**config.mk**
```make
export PLATFORM = sky130hd
export DESIGN_NAME = count_cascade
export DESIGN_NICKNAME = d
export VERILOG_FILES = /design/src/rtl/count_cascade_pkg.sv /design/src/rtl/count_mod_n.sv /design/src/rtl/count_cascade.sv
export SDC_FILE = /design/constraint.sdc
export NUM_CORES = 1
export LEC_CHECK = 0
export ABC_AREA = 1
export ABC_CLOCK_PERIOD_IN_PS = 2800
export BUFFER_PORTS_ARGS = -buffer_cell sky130_fd_sc_hd__buf_2
export CORE_UTILIZATION = 52
export CTS_BUF_LIST = sky130_fd_sc_hd__clkbuf_8
export DETAILED_ROUTE_END_ITERATION = 6
export PLACE_DENSITY = 0.79
export SYNTH_ARGS = -nofsm -noshare
export SYNTH_HDL_FRONTEND = slang
export SYNTH_HIERARCHICAL = 1
export SYNTH_SLANG_ARGS = --single-unit
```
**constraint.sdc**
```tcl
create_clock -name clk -period 2.8 [get_ports clk]
set_clock_uncertainty 0.1 [all_clocks]
set_input_delay 0.56 -clock clk [delete_from_list [all_inputs] [get_ports clk]]
set_output_delay 0.56 -clock clk [all_outputs]
set_load 0.02 [all_outputs]
```
**src/rtl/count_cascade_pkg.sv**
```systemverilog
// Shared types for the cascaded modulo counter.
package count_cascade_pkg;

    typedef enum logic {
        DIR_DOWN = 1'b0,
        DIR_UP   = 1'b1
    } dir_e;

endpackage

```
**src/rtl/count_mod_n.sv**
```systemverilog
// One modulo-MOD up/down stage with clamped parallel load, registered
// terminal flag and combinational wrap used to step the next stage.
module count_mod_n
    import count_cascade_pkg::*;
#(
    parameter int unsigned MOD = 10,
    parameter int unsigned W   = 4
) (
    input  logic         clk,
    input  logic         rst,
    input  logic         en,
    input  logic         up,
    input  logic         ld,
    input  logic [W-1:0] din,
    output logic [W-1:0] count,
    output logic         tc,
    output logic         wrap
);

    localparam logic [W-1:0] MAX = W'(MOD - 1);

    logic         dir_up;
    logic         at_term;
    logic [W-1:0] count_nxt;
    logic         tc_nxt;

    assign dir_up  = (dir_e'(up) == DIR_UP);
    assign at_term = dir_up ? (count == MAX) : (count == '0);
    assign wrap    = en & at_term;

    // Next count: load (clamped to MAX) beats counting.
    always_comb begin
        count_nxt = count;
        if (ld) begin
            count_nxt = ({1'b0, din} >= (W+1)'(MOD)) ? MAX : din;
        end else if (en) begin
            if (dir_up) count_nxt = at_term ? '0 : count + W'(1);
            else        count_nxt = at_term ? MAX : count - W'(1);
        end
        tc_nxt = dir_up ? (count_nxt == MAX) : (count_nxt == '0);
    end

    // Flag only refreshes on edges that update the stage.
    always_ff @(posedge clk) begin
        if (rst) begin
            count <= '0;
            tc    <= 1'b0;
        end else if (ld || en) begin
            count <= count_nxt;
            tc    <= tc_nxt;
        end
    end

endmodule

```
**src/rtl/count_cascade.sv**
```systemverilog
// Two-stage cascaded modulo counter (LO_MOD x HI_MOD) with up/down,
// parallel load, chain terminal flag and cascade carry/borrow out.
module count_cascade
    import count_cascade_pkg::*;
#(
    parameter int unsigned LO_MOD = 10,
    parameter int unsigned HI_MOD = 6,
    parameter int unsigned LO_W   = 4,
    parameter int unsigned HI_W   = 4
) (
    input  logic            clk,
    input  logic            rst,
    input  logic            en,
    input  logic            up,
    input  logic            ld,
    input  logic [LO_W-1:0] ld_lo,
    input  logic [HI_W-1:0] ld_hi,
    output logic [LO_W-1:0] count_lo,
    output logic [HI_W-1:0] count_hi,
    output logic            tc_lo,
    output logic            co,
    output logic            cy
);

    logic lo_wrap;
    logic hi_en;
    logic hi_wrap;
    logic tc_hi;

    assign hi_en = en & lo_wrap;

    count_mod_n #(.MOD(LO_MOD), .W(LO_W)) u_lo (
        .clk   (clk),
        .rst   (rst),
        .en    (en),
        .up    (up),
        .ld    (ld),
        .din   (ld_lo),
        .count (count_lo),
        .tc    (tc_lo),
        .wrap  (lo_wrap)
    );

    count_mod_n #(.MOD(HI_MOD), .W(HI_W)) u_hi (
        .clk   (clk),
        .rst   (rst),
        .en    (hi_en),
        .up    (up),
        .ld    (ld),
        .din   (ld_hi),
        .count (count_hi),
        .tc    (tc_hi),
        .wrap  (hi_wrap)
    );

    // hi_wrap already includes the low-stage wrap through hi_en.
    assign cy = hi_wrap;
    assign co = tc_lo & tc_hi;

endmodule

```
==> results.sh, run 1 <==
export IMPL_status="finished clean"
export IMPL_clockRootBuffer="clkbuf_8"
export IMPL_avgRoutedWirePerCell_um=11.1
export IMPL_cts_hold_buf=0
export IMPL_drv_slew=0
export IMPL_total_power_uw=506
export IMPL_syn_num_nets=179
export IMPL_dieArea_um2=2050
export IMPL_drive_gt1_share_pct=22.7
export IMPL_via_count=1077
export IMPL_viasPerCell=5.13
export IMPL_slew_headroom_pct=75.4
export IMPL_fin_util_pct=66.0
export IMPL_setup_slack_ns=0.306
export IMPL_syn_area_per_cell_um2=6.08
export IMPL_start_util_pct=55.8
export IMPL_power_density_nw_per_um2=439
export IMPL_yosysMostFrequentCell="nand2_1"
export IMPL_max_freq_mhz=401
export IMPL_cts_resized=0
export IMPL_grt_start_max_net_pins=16
export IMPL_fp_dieW_um=45.3
export IMPL_synth_area_um2=973
export IMPL_worstPathCellList="inv_1, ha_1, inv_1, nor2_1, nand2_1, nand2_2, inv_2, nor2_1, nand2_1, inv_1, inv_1, nor2_1, buf_2"
export IMPL_startpoint="u_lo/count[0]"
export IMPL_die_h_um=45.3
export IMPL_postRouteAntennaNets=0
export IMPL_min_period_ns=2.49
export IMPL_dp_final_hpwl_mm=1.77
export IMPL_cp_slowest_cell="dfxtp_1"
export IMPL_finalCritPeriodShare_pct=89.1
export IMPL_r2r_setup_slack_ns=0.43
export IMPL_seq_area_frac_synth_pct=20.6
export IMPL_final_setup_viol_count=0
export IMPL_tns_ns=0
export IMPL_cts_tree="built"
export IMPL_hp_class="register to register"
export IMPL_antenna_found_initial=0
export IMPL_ys_ff_latch=10
export IMPL_synthDistinctLibCells=23
export IMPL_clk_pin_slew_ns=0.05
export IMPL_nets=205
export IMPL_cap_violations=0
export IMPL_start_kind="register"
export IMPL_arrival_ns=1.83
export IMPL_dr_pass1_iters=5
export IMPL_insertion_delay_ns=0.24
export IMPL_hold_start="u_lo/tc"
export IMPL_worst_path_buf_inv=6
export IMPL_netlist_top_cells_count="48 x nand2_1, 24 x inv_1, 15 x nor2_1"
export IMPL_cp_top_family="buffers and inverters"
export IMPL_crit_type="register to output port"
export IMPL_drc=0
export IMPL_cts_buffers=3
export IMPL_required_ns=2.14
export IMPL_cts_buffer_depth=2
export IMPL_total_leakage_power_uw=0.000634
export IMPL_io_buffer_count=23
export IMPL_ys_warn_count=6
export IMPL_critPathMaxFanout=7
export IMPL_hold_viol_final=0
export IMPL_syn_to_final_growth_pct=18.4
export IMPL_synth_area_leaders="dfxtp_1 21%, nand2_1 19%, inv_1 9.3%"
export IMPL_grt_pass1_vias=887
export IMPL_grtUsageTotal_pct=25.2
export IMPL_insertedDiodeCount=0
export IMPL_synth_ff_type="dfxtp_1"
export IMPL_ir_drop_mv=0.272
export IMPL_crit_path_frequent_cell="inv_1"
export IMPL_cpPeakStageDelay_ns=0.47
export IMPL_rsz0062_at_grt="no"
export IMPL_wl_mm=2.34
export IMPL_htree_levels=1
export IMPL_first_iter_violations=41
export IMPL_endpoint_kind="output port"
export IMPL_core_area_um2=1750
export IMPL_grt_overflow=0
export IMPL_cts_sinks=10
export IMPL_post_cts_buffers=0
export IMPL_yosysTopAreaCellShare_pct=20.6
export IMPL_row_count=15
export IMPL_grt_pass1_wl_mm=3.75
export IMPL_dp_worst_setup_slack_ns=0.365
export IMPL_async_reset_ff_share_pct=0
export IMPL_synth_enable_flop_cells=0
export IMPL_worst_slew_pin_transition_ns=0.367
export IMPL_num_io_pins=24
export IMPL_synth_top_area_cell="dfxtp_1"
export IMPL_syn_inst=160
export IMPL_place_congestion=0.894
export IMPL_reg2reg_from="u_lo/count[0]"
per-layer routing:
metal	vias to the layer above	wire, um	GRT usage [%]
li1	553	-	-
met1	482	1160	34.1
met2	40	1040	39.7
met3	2	128	3.60
met4	0	12	10.9
met5	-	0	0
power breakdown:
group / internal, uW / leakage, uW / switching, uW
Combinational: 59.3 / 0.000523 / 96.0
Sequential: 152 / 0.0000823 / 15.8
Clock: 124 / 0.0000288 / 58.5
worst paths after layout:
kind                   to  cells past startpoint
setup / recovery       cy                     13
hold / removal    u_lo/tc                      2
setup reg to reg  u_hi/tc                     20
hold reg to reg   u_lo/tc                      2
cells by family after synthesis:
kind of cell               count (synthesis)  synth area share, %
and+or+nand+nor                           88                 40.5
buffers and inverters                     28                 12.3
AOI/OAI and AO/OA                         23                 14.4
DFF                                       10                 20.6
adders and majority gates                  6                 7.71
xor gates and xnor gates                   5                 4.50
flip-flops by register name, indices dropped and copies added, names as in the netlist:
name and cells:
u_hi/count 4, u_lo/count 4, u_hi/tc 1, u_lo/tc 1
cell type report:
type / count / area (um^2)
inverters: 26 / 97.6
repair buffers: 23 / 115
well taps: 25 / 31.3
fillers: 168 / 593
clock buffers: 4 / 55.1
multi-input cells: 122 / 653
flip-flops and latches: 10 / 200
placed cells by master (no fill, tap or decap), drive strengths merged:
master,n
clkbuf,4
nand4,2
o21bai,2
xnor2,3
buf,23
inv,26
a21oi,13
nor2,18
nand2,53
a31o,1
nor3b,2
dfxtp,10
a22oi,2
o21ai,5
xor2,2
nand3,13
ha,6
worst min-delay path: stages, from the launching register on:
cell and delay, ns:
dfxtp_1 0.31, nand2_1 0.09, a21oi_2 0.05
stage by stage:
| step | hold WS, ns | instances | cell area [um^2] |
|---|---|---|---|
| 2_1_floorplan | 0.349 | 160 | 973 |
| 3_3_place_gp | 0.383 | 206 | 1100 |
| 3_5_place_dp | 0.390 | 206 | 1100 |
| 4_1_cts | 0.401 | 210 | 1150 |
| 5_1_grt | 0.424 | 210 | 1150 |
| 6_report | 0.401 | 210 | 1150 |
Note: power is estimated with default switching activity, not from simulation.
==> inputs of run 2 (changes only) <==
--- a/config.mk
+++ b/config.mk
@@ -5,13 +5,12 @@
 export SDC_FILE = /design/constraint.sdc
 export NUM_CORES = 1
 export LEC_CHECK = 0
-export ABC_AREA = 1
 export ABC_CLOCK_PERIOD_IN_PS = 2800
 export BUFFER_PORTS_ARGS = -buffer_cell sky130_fd_sc_hd__buf_2
 export CORE_UTILIZATION = 52
 export CTS_BUF_LIST = sky130_fd_sc_hd__clkbuf_8
 export DETAILED_ROUTE_END_ITERATION = 6
-export PLACE_DENSITY = 0.79
+export PLACE_DENSITY = 0.78
 export SYNTH_ARGS = -nofsm -noshare
 export SYNTH_HDL_FRONTEND = slang
 export SYNTH_HIERARCHICAL = 1
==> run 2 against run 1 <==
Flip-flop and latch count unchanged; clock power decreased by 15%; global-route usage increased by 2.1 points; synthesized cell count decreased by 18%; hold slack about the same.
==> results.sh, run 2 <==
export IMPL_seq_area_frac_synth_pct=19.1
export IMPL_switching_power_uw=183
export IMPL_die_h_um=46.9
export IMPL_syn_to_final_growth_pct=23.0
export IMPL_p_seq_share_pct=31.9
export IMPL_rsz0062_at_grt="no"
export IMPL_synth_enable_flop_cells=0
export IMPL_start_kind="register"
export IMPL_dieArea_um2=2200
export IMPL_wl_mm=2.76
export IMPL_hp_class="register to register"
export IMPL_switching_share_pct=35.2
export IMPL_slew_headroom_pct=66.8
export IMPL_via_count=1114
export IMPL_nets=181
export IMPL_first_iter_violations=59
export IMPL_layout_common_cells="23 x buf_2, 11 x buf_4, 10 x nor2_1, 10 x nor3_1, 8 x dfxtp_1"
export IMPL_cpPeakStageDelay_ns=0.47
export IMPL_place_congestion=0.873
export IMPL_netlist_top_cells_count="10 x dfxtp_1, 10 x nor2_1, 10 x nor3_1"
export IMPL_drive_gt1_share_pct=32.5
export IMPL_arrival_ns=2.01
export IMPL_num_io_pins=24
export IMPL_grt_pass1_vias=939
export IMPL_endpoint_kind="output port"
export IMPL_grt_overflow=0
export IMPL_grt_start_max_net_pins=22
export IMPL_largest_registers="u_hi/count: 4 flops, u_lo/count: 4 flops"
export IMPL_viasPerCell=6.02
export IMPL_antenna_found_initial=0
export IMPL_cts_buffer_depth=2
export IMPL_core_area_um2=1800
export IMPL_crit_type="register to output port"
export IMPL_syn_area_per_cell_um2=8.01
export IMPL_total_leakage_power_uw=0.000537
export IMPL_dr_pass1_iters=4
export IMPL_htree_levels=1
export IMPL_crit_path_frequent_cell="inv_2"
export IMPL_io_buffer_count=23
export IMPL_insertedDiodeCount=0
export IMPL_ir_drop_mv=0.259
export IMPL_synth_area_leaders="dfxtp_1 19%, ha_1 7.2%, nor3_1 4.8%"
export IMPL_grtUsageTotal_pct=27.3
export IMPL_power_density_nw_per_um2=402
export IMPL_dp_final_hpwl_mm=2.02
export IMPL_cts_sinks=10
export IMPL_cts_buffers=3
export IMPL_synth_ff_type="dfxtp_1"
export IMPL_avgRoutedWirePerCell_um=14.9
export IMPL_synth_top_area_cell="dfxtp_1"
export IMPL_yosysTopAreaCellShare_pct=19.1
export IMPL_final_setup_viol_count=0
export IMPL_min_period_ns=2.67
export IMPL_tns_ns=0
export IMPL_worstPathCellList="inv_2, ha_1, or4b_1, o21ai_2, and2_1, and2_4, inv_2, a21oi_1, buf_2"
export IMPL_ys_ff_latch=10
export IMPL_dpl_cell_count=182
export IMPL_p_int_uw=336
export IMPL_final_common_cell="buf_2"
export IMPL_synth_area_um2=1050
export IMPL_post_cts_buffers=0
export IMPL_drc=0
export IMPL_cap_violations=0
export IMPL_max_freq_mhz=375
export IMPL_synthDistinctLibCells=47
export IMPL_grt_pass1_wl_mm=4.22
export IMPL_instances_no_fill=185
export IMPL_clockRootBuffer="clkbuf_8"
export IMPL_p_clk_share_pct=29.8
export IMPL_ys_warn_count=6
export IMPL_row_count=15
export IMPL_drv_slew=0
export IMPL_cp_slowest_cell="or4b_1"
export IMPL_cp_top_family="simple AND/OR/NAND/NOR gates"
export IMPL_cts_tree="built"
export IMPL_syn_num_nets=150
export IMPL_syn_inst=131
export IMPL_insertion_delay_ns=0.24
export IMPL_postRouteAntennaNets=0
export IMPL_power_share_combinational_pct=38.3
export IMPL_finalCritPeriodShare_pct=95.2
export IMPL_worst_path_buf_inv=3
export IMPL_async_reset_ff_share_pct=0
export IMPL_hold_viol_final=0
export IMPL_fp_dieW_um=46.9
export IMPL_clk_pin_slew_ns=0.05
export IMPL_required_ns=2.14
export IMPL_worst_slew_pin_transition_ns=0.495
export IMPL_start_util_pct=58.3
export IMPL_status="finished clean"
export IMPL_critPathMaxFanout=5
export IMPL_cts_hold_buf=0
==> run 2: cell count changes after synthesis, moves of 5 or more <==
cell | previous run | this run
nand2_2 | 5 | 0
nand3_1 | 11 | 4
nor2_1 | 15 | 10
nand2_1 | 48 | 7
nor3_1 | 0 | 10
inv_1 | 24 | 7
==> run 2: final cells by class <==
class                      instances  area (um^2)
timing repair buffer              34          198
sequential                        10          203
clock buffer                       3         41.3
tap                               25         31.3
multi-input combinational        106          792
inverter                           7         26.3
fill                             154          510
==> run 2: through the flow <==
| stage | instance area [um^2] | util [%] | setup slack, ns | total power (uW) | hold slack [ns] |
|---|---|---|---|---|---|
| final | 1290 | 71.7 | 0.134 | 519 | 0.401 |
| after global placement | 1250 | 69.2 | 0.0784 | 357 | 0.388 |
| after floorplan | 1070 | - | 0.0228 | 302 | 0.468 |
| after CTS | 1290 | 71.5 | 0.0428 | 516 | 0.405 |
| after detailed placement | 1250 | 69.2 | 0.00492 | 361 | 0.398 |
| after global routing | 1290 | 71.7 | 0.0137 | 543 | 0.435 |
==> run 2: kinds of logic after synthesis <==
| logic type | Yosys count | share of synthesized area [%] |
|---|---|---|
| and+or+nand+nor | 55 | 31.6 |
| AOI/OAI and AO/OA | 35 | 25.4 |
| buffers and inverters | 15 | 7.75 |
| DFF | 10 | 19.1 |
| xor gates and xnor gates | 6 | 5.01 |
| adders and majority gates | 6 | 7.15 |
| muxes | 4 | 4.05 |
==> run 2: final timing paths <==
check,startpoint,endpoint,slack (ns),cells past startpoint
max reg2reg,u_lo/count[1],u_hi/tc,0.14,11
min,u_lo/tc,u_lo/tc,0.40,2
min reg2reg,u_lo/tc,u_lo/tc,0.40,2
max,u_lo/count[1],cy,0.13,9
==> run 2: power groups by stage <==
stage	combinational [uW]	sequential, uW	clock [uW]
final	199	165	154
after global routing	215	168	161
after CTS	196	165	155
after detailed placement	193	168	0
after global placement	188	168	0
after floorplan	124	178	0
==> run 2: what timing repair did <==
| item | CTS | global route |
|---|---|---|
| endpoints found under the setup margin | 1 | 2 |
| endpoints found under the hold margin | 0 | 0 |
| resized for setup | 1 | 2 |
==> run 2: worst register-to-register path: stages, from the launching register on <==
cell and delay [ns]:
dfxtp_2 0.34, inv_2 0.09, ha_1 0.16, or4b_1 0.47, o21ai_2 0.09, and2_1 0.13, and2_4 0.15, buf_4 0.14
o2111ai_1 0.10, a22o_1 0.24, and4b_1 0.18, or3_1 0.35
==> run 2: routing by layer <==
| metal | vias to the layer above | part of all wire, % | GRT usage, % |
|---|---|---|---|
| met2 | 59 | 45 | 38.9 |
| met5 | - | 0 | 0 |
| met4 | 0 | 0.65 | 9.71 |
| li1 | 549 | - | - |
| met1 | 504 | 46 | 41.4 |
| met3 | 2 | 8.4 | 3.85 |
